## src/rtl/seq_enum.sv

```systemverilog
// rtl/seq_enum.sv - enumerates a run of sequence words into the calc_e_buf valid/ready handshake
// One beat per cycle while i_ready is high; the run ends on count exhaustion or abort.
module seq_enum #(
   parameter int SEQ_WIDTH = 8,
   parameter int CNT_WIDTH = 16
) (
   input  logic                 clk,
   input  logic                 rst,
   input  logic                 i_start,
   input  logic                 i_abort,
   input  logic [SEQ_WIDTH-1:0] i_first,
   input  logic [CNT_WIDTH-1:0] i_count,
   input  logic [SEQ_WIDTH-1:0] i_mask,
   output logic [SEQ_WIDTH-1:0] o_seq,
   output logic                 o_valid,
   input  logic                 i_ready,
   output logic                 o_busy,
   output logic                 o_done,
   output logic [CNT_WIDTH-1:0] o_issued
);

   typedef enum logic [1:0] {
      ST_IDLE = 2'd0,
      ST_RUN  = 2'd1,
      ST_DONE = 2'd2
   } state_t;

   state_t               r_state;
   state_t               w_state_nxt;
   logic [SEQ_WIDTH-1:0] r_cur;
   logic [SEQ_WIDTH-1:0] w_cur_nxt;
   logic [CNT_WIDTH-1:0] r_remaining;
   logic [CNT_WIDTH-1:0] w_remaining_nxt;
   logic [CNT_WIDTH-1:0] r_issued;
   logic [CNT_WIDTH-1:0] w_issued_nxt;
   logic                 w_xfer;
   logic                 w_last;

   assign w_xfer = (r_state == ST_RUN) && i_ready;
   assign w_last = (r_remaining == CNT_WIDTH'(1));

   always_ff @(posedge clk) begin
      if (rst) begin
         r_state     <= ST_IDLE;
         r_cur       <= '0;
         r_remaining <= '0;
         r_issued    <= '0;
      end else begin
         r_state     <= w_state_nxt;
         r_cur       <= w_cur_nxt;
         r_remaining <= w_remaining_nxt;
         r_issued    <= w_issued_nxt;
      end
   end

   always_comb begin
      w_state_nxt     = r_state;
      w_cur_nxt       = r_cur;
      w_remaining_nxt = r_remaining;
      w_issued_nxt    = r_issued;
      case (r_state)
         ST_IDLE: begin
            if (i_start) begin
               w_issued_nxt = '0;
               if (i_count != '0) begin
                  w_cur_nxt       = i_first;
                  w_remaining_nxt = i_count;
                  w_state_nxt     = ST_RUN;
               end else begin
                  w_state_nxt = ST_DONE;
               end
            end
         end
         ST_RUN: begin
            // the enumeration steps the full word; i_mask only shapes the output
            if (w_xfer) begin
               w_cur_nxt       = r_cur + SEQ_WIDTH'(1);
               w_remaining_nxt = r_remaining - CNT_WIDTH'(1);
               w_issued_nxt    = r_issued + CNT_WIDTH'(1);
            end
            if ((w_xfer && w_last) || i_abort) begin
               w_state_nxt = ST_DONE;
            end
         end
         ST_DONE: begin
            w_state_nxt = ST_IDLE;
         end
         default: begin
            w_state_nxt = ST_IDLE;
         end
      endcase
   end

   assign o_valid  = (r_state == ST_RUN);
   assign o_seq    = o_valid ? (r_cur & i_mask) : '0;
   assign o_busy   = (r_state != ST_IDLE);
   assign o_done   = (r_state == ST_DONE);
   assign o_issued = r_issued;

endmodule

```

## config.mk

```make
export PLATFORM = sky130hd
export DESIGN_NAME = seq_enum
export DESIGN_NICKNAME = d
export VERILOG_FILES = /design/src/rtl/seq_enum.sv
export SDC_FILE = /design/constraint.sdc
export NUM_CORES = 1
export LEC_CHECK = 0
export CAP_MARGIN = 20
export CORE_MARGIN = 2
export CORE_UTILIZATION = 25
export CTS_CLUSTER_SIZE = 28
export DETAILED_ROUTE_END_ITERATION = 7
export HOLD_SLACK_MARGIN = 0.08
export PLACE_DENSITY = 0.58
export SYNTH_ARGS = -nofsm -noshare
export SYNTH_HDL_FRONTEND = slang
export SYNTH_SLANG_ARGS = --single-unit
```

## constraint.sdc

```tcl
create_clock -name clk -period 1.7 [get_ports clk]
set_input_delay 0.34 -clock clk [delete_from_list [all_inputs] [get_ports clk]]
set_output_delay 0.34 -clock clk [all_outputs]
set_load 0.1 [all_outputs]
```

# --- After elaboration in Yosys (flattened, before gate mapping) ---
# Cells that the tools add are included.
# W data, S select, Z words.
totals:
  regBits: 42
  input_bits: 37
  out_inout_bits: 27
  elab_cells: 41
op_classes:
  addsub: 3
  eq_ne: 7
  mux: 16
  bitwise_logic: 1
  reduce_logical: 10
ops:
  columns: ["operator", "count"]
  rows:
  - ["$mux W16", 5]
  - ["$pmux W16 S2", 2]
  - ["$mux W8", 4]
  - ["$add A16 B1 Y16 const B", 1]
  - ["$eq A16 B1 Y1 const B", 1]
  - ["$pmux W8 S2", 1]
  - ["$reduce_bool A16 Y1", 1]
  - ["$sub A16 B1 Y16 const B", 1]
  - ["$add A8 B1 Y8 const B", 1]
  - ["$and A8 B8 Y8", 1]
  - ["$mux W2", 3]
  - ["$ne A2 B1 Y1 const B", 2]
  - ["$ne A2 B2 Y1 const B", 2]
  - ["$pmux W2 S2", 1]
  - ["$reduce_and A4 Y1", 1]
  - ["$reduce_bool A2 Y1", 2]
  - ["$reduce_and A3 Y1", 1]
  - ["$eq A2 B1 Y1 const B", 1]
  - ["$eq A2 B2 Y1 const B", 1]
  - ["$logic_and A1 B1 Y1", 2]
  - ["$logic_not A2 Y1", 1]
  - ["$reduce_and A2 Y1", 1]
  - ["$logic_or A1 B1 Y1", 1]

# --- Depth between registers and ports, before layout ---
# Gate-level depths: netlist of run 1.
depth:
  depth_word: 6
  mapped_depth: 8
  mapped_depth_nobuf: 7

# --- Worst setup path before layout of run 1 ---
# OpenSTA, ideal clock, no wires.
synth_path:
  kind: "register -> output"
  start: "register r_state[1]"
  end: "output o_seq[0]"
  arrival_time_ns: 2.672
  path_slack_ns: -1.312
  stages_incl_launch_ff: 6
  path_buffers: 2
  path_cell_list: "dfxtp_1 -> nand2b_1 -> clkbuf_1 -> inv_1 -> clkbuf_1 -> and3_1"
synth_between:
  elab_chain_cells: 2
synth_lines:
  columns: ["element", "line", "source"]
  rows:
  - ["from (decl)", "28", "state_t r_state;"]
  - ["from (signal assigned)", "49", "r_state <= w_state_nxt;"]
  - ["$eq A2 B1 Y1", "94", "assign o_valid = (r_state == ST_RUN);"]
  - ["via o_valid", "15", "output logic o_valid,"]
  - ["$mux W8", "95", "assign o_seq = o_valid ? (r_cur & i_mask) : '0;"]
  - ["to (decl)", "14", "output logic [SEQ_WIDTH-1:0] o_seq,"]
# The timed path passes the listed nets, and every way through them passes these cells.

# --- Final worst setup path of run 1 ---
layout_path:
  start: "register r_remaining[12]"
  end: "register r_remaining[15]"
layout_between:
  elab_chain_cells: 3
layout_lines:
  columns: ["element", "line", "source"]
  rows:
  - ["from (decl)", "32", "logic [CNT_WIDTH-1:0] r_remaining;"]
  - ["from (signal assigned)", "51", "r_remaining <= w_remaining_nxt;"]
  - ["$sub A16 B1 Y16", "78", "w_remaining_nxt = r_remaining - CNT_WIDTH'(1);"]
  - ["$mux W16", "76", "if (w_xfer) begin"]
  - ["$pmux W16 S2", "61", "case (r_state)"]
# Every way passes these cells. The select of a mux whose other input is x is not followed.
# A chain may end at the register's enable or synchronous reset.

==> results of run 1 <==
[power by group through the flow]
stage	Clock, mW	Combinational [mW]	Sequential, mW
finish	0.996	0.951	1.10
global route	1.06	1.04	1.11
CTS	1.02	0.909	1.10
detailed placement	0	0.882	1.12
global placement	0	0.875	1.12
floorplan	0	0.479	1.12
[per-stage QoR]
stage	hold slack (ps)	area, um2	instances
finish	408.4	4144	536
floorplan	453.4	2505	311
global route	419.2	4144	536
detailed placement	468.8	3851	516
global placement	466.7	3851	516
CTS	486.1	4075	530
[cell usage after synthesis, types with 2 or more instances]
cell type,count,share of area (%)
xor2_1,12,4.5
clkbuf_1,13,2.1
dfxtp_1,42,36
nand3_1,10,2.1
nor2_1,38,6.1
o41ai_1,2,0.74
nor3_1,7,1.5
nand2_1,43,6.8
a21oi_1,27,5.7
mux2i_1,2,0.85
nand2b_1,7,1.9
o21a_1,3,0.96
o32ai_1,5,1.9
and3_1,14,3.7
buf_2,3,0.64
a32o_1,2,0.85
or4_1,2,0.64
o211ai_1,3,0.96
a22o_1,2,0.74
xnor2_1,2,0.74
and4_1,2,0.74
o21ai_0,19,4.0
inv_1,6,0.96
or2_2,3,0.80
nand4_1,6,1.6
o31ai_1,5,1.6
and2_1,2,0.53
a311oi_1,2,0.74
ha_1,4,2.1
nor4_1,5,1.3
a31oi_1,3,0.80
[worst min-delay path: stages]
cell and delay, ps:
clkbuf_2 90, nand2_1 50, o21ai_0 60, nand2_1 60
a21oi_1 50
[metal layers]
layer / track usage [%] / up-vias / wire length [um]
li1: - / 1336 / -
met1: 18.09 / 1209 / 3201
met2: 23.64 / 69 / 3429
met3: 3.121 / 4 / 368
met4: 3.846 / 0 / 45
met5: 0 / - / 0
[layout make-up]
type | instances | area [um2] | share of cell area, %
Multi-Input combinational cell | 246 | 1583 | 38.19
Timing Repair Buffer | 123 | 1378 | 33.24
Sequential cell | 42 | 870.8 | 21.01
Tap cell | 111 | 138.9 | 3.351
Clock buffer | 6 | 82.58 | 1.993
Clock inverter | 2 | 60.06 | 1.449
Inverter | 6 | 31.28 | 0.7548
[flip-flops by register name, indices dropped and copies added (netlist names)]
signal,count
o_issued,16
r_cur,8
r_remaining,16
r_state,2
[kinds of logic after synthesis]
| group | after synthesis | share of synthesized area (%) |
|---|---|---|
| flip-flops | 42 | 35.67 |
| XOR/XNOR | 14 | 5.202 |
| AO/OA/AOI/OAI | 78 | 20.81 |
| AND/OR/NAND/NOR | 147 | 31.05 |
| buffers and inverters | 23 | 3.821 |
| multiplexers | 3 | 1.327 |
| adder cells (fa/ha/maj) | 4 | 2.123 |
[what timing repair did]
action                     in CTS  in global routing
setup endpoints to repair      34                 34
buffers inserted                6                  7
resized for setup              34                 31
pin swaps                      17                 14
hold buffers                    0                  0
[worst paths after layout]
| check | from | slack, ps | end | cells past startpoint |
|---|---|---|---|---|
| max | r_remaining[12] | -30 | r_remaining[15] | 4 |
| min | i_count[3] | 410 | r_remaining[3] | 5 |
| max reg2reg | r_remaining[12] | -30 | r_remaining[15] | 4 |
| min reg2reg | r_remaining[6] | 490 | r_remaining[6] | 2 |
==> out/qor.yml, run 1 <==
grt_pass1_vias: 2566
setup_slack_ps: -27.44
synth.yosys.seq_area_share_pct: 35.67
crit_chain: "or3_4 > or2_4 > or4_1 > a32o_1"
antenna_left: 0
layout-drive-gt1-share_pct: 36.24
portBuffers: 63
relSlewSlack_pct: 80.53
grt_pass1_wl_um: 11650
cp-end-kind: "flop"
fin_setup_tns_ps: -27.44
path_clk_slew_ps: 90
rows: 35
top_level_ports: 64
die_x_um: 101.1
grt_start_max_net_pins: 53
pwr_density_cell_nw_per_um2: 735.2
ys_ff_latch: 42
nets: 465
hold_viol_final: 0
critPathArrivalTime_ps: 1920
cpLargestDelayFamily: "simple AND/OR/NAND/NOR gates"
cpPeakStageDelay_ps: 460
avgViaCountPerCell: 4.884
dpl.hpwl_um: 5096
yosys_warnings: 0
critPathRequiredTime_ps: 1890
syn_area_um2: 2357
via_count: 2618
die_y_um: 101.1
crit_path_top_delay_cell: "or4_1"
ys.flop_type: "dfxtp_1"
power_frac_seq_pct: 36.1
setup_viol: 1
cts_inserted_buffers: 5
min_path_type: "in2reg"
path_max_fanout: 3
overflow: 0
post-route-period-util_pct: 101.6
drt_iter0_drc: 91
ir_worst_vdd_uv: 556.3
syn_inst: 311
syn_nets: 352
synthDistinctLibCells: 46
clkPwrFrac_pct: 32.7
routed_wl_um: 7045
avgSynthCellArea_um2: 7.580
dr.pass1.iters: 4
wl_per_cell_um: 13.14
rsz0062_at_grt: "yes"
synth_edf_count: 0
insertion_delay_ps: 300
final_core_util_pct: 45.06
worstSetupStartpointType: "flop"
place_ws_ps: -591.0
clock_skew_ps: 6.388
setup.worst_path.class: "reg2reg"
cts_root_buffer: "clkbuf_8"
start_util_pct: 25.63
nFillCells: 884
drt_drc_violations_left: 0
leakage_nw: 1.681
layout_common_cells: "buf_4 (53), nand2_1 (43), nor2_1 (37)"
p_comb_share_pct: 31.2
final_common_cell: "buf_4"
gp_routability_congestion: 0.7968
cts_sinks: 42
violations: "setup timing"
placeableCoreArea_um2: 9196
netSwitchingFraction_pct: 29.52
fin_crit_ps: 1727
h-tree-depth: 2
crit_buf_inv: 0
async_flop_share_pct: 0
maxSlewViolCount: 0
p_total_mw: 3.047
syn_to_final_growth_pct: 75.80
cts.path.max_buffers: 2
tritoncts: "done"
p_switching_uw: 899.4
maxCapViolCount: 0
worst_slew_pin_slew_ps: 288.3
antenna_found_initial: 0
status: "complete, but fails checks"
track_usage_pct: 14.03
antenna_cells: 0
die_area_um2: 10220
internal_power_mw: 2.147
fmax_ghz: 0.5789
Power figures use the tool's default switching activity.
==> run 2, diff against run 1 <==
- SLEW_MARGIN: not set -> 15
==> results of run 2 <==
Same layout as run 1: the final DEF is identical, and so are final timing and power.
==> run 3, diff against run 2 <==
--- a/config.mk
+++ b/config.mk
@@ -14,2 +14,3 @@
 export PLACE_DENSITY = 0.58
+export SKIP_LAST_GASP = 1
 export SLEW_MARGIN = 15
--- a/constraint.sdc
+++ b/constraint.sdc
@@ -3,2 +3,2 @@
 set_output_delay 0.34 -clock clk [all_outputs]
-set_load 0.1 [all_outputs]
+set_load 0.02 [all_outputs]
==> out/qor.yml, run 3 (synthesis gave the netlist of run 1 again) <==
status: "complete, but fails checks"
violations: "setup timing"
drt_iter0_drc: 67  # -26%
top_level_ports: 64  # unchanged
cts_root_buffer: "clkbuf_8"
leakage_nw: 1.800  # +7.1%
clock_skew_ps: 8.281  # +1.893 ps
syn_to_final_growth_pct: 66.83
postPlaceCellArea_um2: 3476  # -9.7%
fmax_ghz: 0.5818  # +0.51%
gp_routability_congestion: 0.8339  # +4.7%
die_y_um: 101.1  # unchanged
crit_path_top_delay_cell: "or4_4"
grt_start_max_net_pins: 53  # unchanged
critPathArrivalTime_ps: 1910  # about the same
wl_per_cell_um: 13.93  # +6.0%
final_core_util_pct: 42.76  # -2.3 points
cp-endpoint: "r_remaining[15]"
worst-r2r-cell-count: 4  # unchanged
rr_endpoint: "r_remaining[15]"
rrSetupSlack_ps: -20  # about the same
antenna_cells: 0  # unchanged
nets: 466  # +0.22%
portBuffers: 63  # unchanged
dpl.hpwl_um: 5024  # -1.4%
die_area_um2: 10220  # unchanged
setup_slack_ps: -18.67  # +8.764 ps
relSlewSlack_pct: 61.42  # -19 points
final_common_cell: "buf_4"
netSwitchingFraction_pct: 30.97  # +1.4 points
p_comb_share_pct: 33.6  # +2.4 points
post-route-period-util_pct: 101.1  # -0.52 points
routed_wl_um: 7481  # +6.2%
fin_crit_ps: 1719  # -8.764 ps
setup_viol: 1  # unchanged
ir_worst_vdd_uv: 455.7  # -18%
cts.path.max_buffers: 2  # unchanged
tritoncts: "done"
nFillCells: 944  # +6.8%
startpoint: "r_remaining[12]"
power_frac_seq_pct: 38.1  # +2.0 points
hold_viol_final: 0  # unchanged
avgViaCountPerCell: 4.886  # about the same
layout-drive-gt1-share_pct: 31.69  # -4.5 points
cts_hold_buf: 0  # unchanged
p_switching_uw: 896.1  # -0.37%
min_path_type: "in2reg"
maxCapViolCount: 0  # unchanged
grt_pass1_vias: 2466  # -3.9%
path_clk_slew_ps: 90  # about the same
clkPwrFrac_pct: 28.3  # -4.4 points
pwr_density_cell_nw_per_um2: 735.9  # about the same
dr.pass1.iters: 4  # unchanged
cts_inserted_buffers: 5  # unchanged
critPathRequiredTime_ps: 1890  # about the same
cts_sinks: 42  # unchanged
holdWs_ps: 414.0  # +5.625 ps
fin_setup_tns_ps: -18.67  # +8.764 ps
crit_chain: "or3_4 > or2_4 > or4_4 > a32o_1"
antenna_left: 0  # unchanged
start_util_pct: 25.63  # unchanged
cpPeakStageDelay_ps: 420  # -40 ps
overflow: 0  # unchanged
rows: 35  # unchanged
rsz0062_at_grt: "yes"
internal_power_mw: 1.998  # -7.0%
track_usage_pct: 13.80  # -0.23 points
place_ws_ps: -615.9  # -24.90 ps
insertion_delay_ps: 300  # about the same
via_count: 2624  # +0.23%
worst_slew_pin_slew_ps: 578.7  # +290.4 ps
final_cell_area_um2: 3933  # -5.1%
r2r_start: "r_remaining[12]"
grt_pass1_wl_um: 11570  # -0.71%
maxSlewViolCount: 0  # unchanged
min-delay-start: "i_count[3]"
die_x_um: 101.1  # unchanged
layout_common_cells: "buf_4 (47), nand2_1 (43), dfxtp_1 (37)"
cp-end-kind: "flop"
worstSetupStartpointType: "flop"
antenna_found_initial: 0  # unchanged
h-tree-depth: 2  # unchanged
setup.worst_path.class: "reg2reg"
path_max_fanout: 3  # unchanged
placeableCoreArea_um2: 9196  # unchanged
drt_drc_violations_left: 0  # unchanged
## run 3: cell types whose count changed in the layout (fill, tap and decap cells not counted), moves of 4 or more
cell and delta:
dlymetal6s2s_1 +10, clkdlybuf4s50_1 +4, dfxtp_2 -8, buf_12 -27
buf_2 +7, and3_1 +7, and3_4 -7, buf_6 +6
dfxtp_1 +11, buf_4 -6, clkbuf_2 +4
## run 3: area by class of cell
| cell class | instances | area (um2) | area share [%] |
|---|---|---|---|
| clock inverter | 3 | 43.79 | 1.114 |
| sequential | 42 | 849.6 | 21.60 |
| tap | 111 | 138.9 | 3.532 |
| timing repair buffer | 124 | 1150 | 29.24 |
| multi-input combinational | 246 | 1657 | 42.13 |
| inverter | 6 | 25.02 | 0.6363 |
| clock buffer | 5 | 68.82 | 1.750 |
## run 3: power groups by stage
stage / combinational [mW] / sequential (mW) / clock [mW]
4_1_cts: 0.836 / 1.10 / 0.844
3_3_place_gp: 0.781 / 1.12 / 0
3_5_place_dp: 0.784 / 1.12 / 0
6_report: 0.971 / 1.10 / 0.820
2_1_floorplan: 0.390 / 1.12 / 0
5_1_grt: 1.06 / 1.11 / 0.883
## run 3: metal layers
metal | up-vias | track usage [%] | wire length, um
met5 | - | 0 | 0
met4 | 0 | 3.846 | 108
met3 | 9 | 2.497 | 247
met2 | 48 | 23.13 | 3701
met1 | 1225 | 18.20 | 3424
li1 | 1342 | - | -
## run 3: worst min-delay path by stage
stage	to	slack, ps	cells past startpoint
final	r_remaining[3]	410	5
after global routing	r_remaining[3]	430	5
after CTS	r_remaining[9]	500	2
after detailed placement	r_remaining[9]	480	2
after global placement	r_remaining[6]	470	2
after floorplan	r_remaining[9]	450	2
## run 3: critical path: cells and delay by family, from the launching register on
kind             cells  cell delay, ps
AO/OA/AOI/OAI        1             220
flip-flops           1             330
AND/OR/NAND/NOR      3            1070
## run 3: timing repair
| action | 4_1_cts | 5_1_grt |
|---|---|---|
| gates resized for setup | 72 | 83 |
| gates cloned | 2 | 1 |
| endpoints found under the setup margin | 39 | 48 |
| buffers inserted | 2 | 9 |
| pin swaps | 10 | 23 |
## run 3: stage by stage
stage,cells,power (mW)
final,537,2.894
after global routing,537,3.056
after CTS,527,2.777
after detailed placement,515,1.902
after floorplan,311,1.506
after global placement,515,1.896
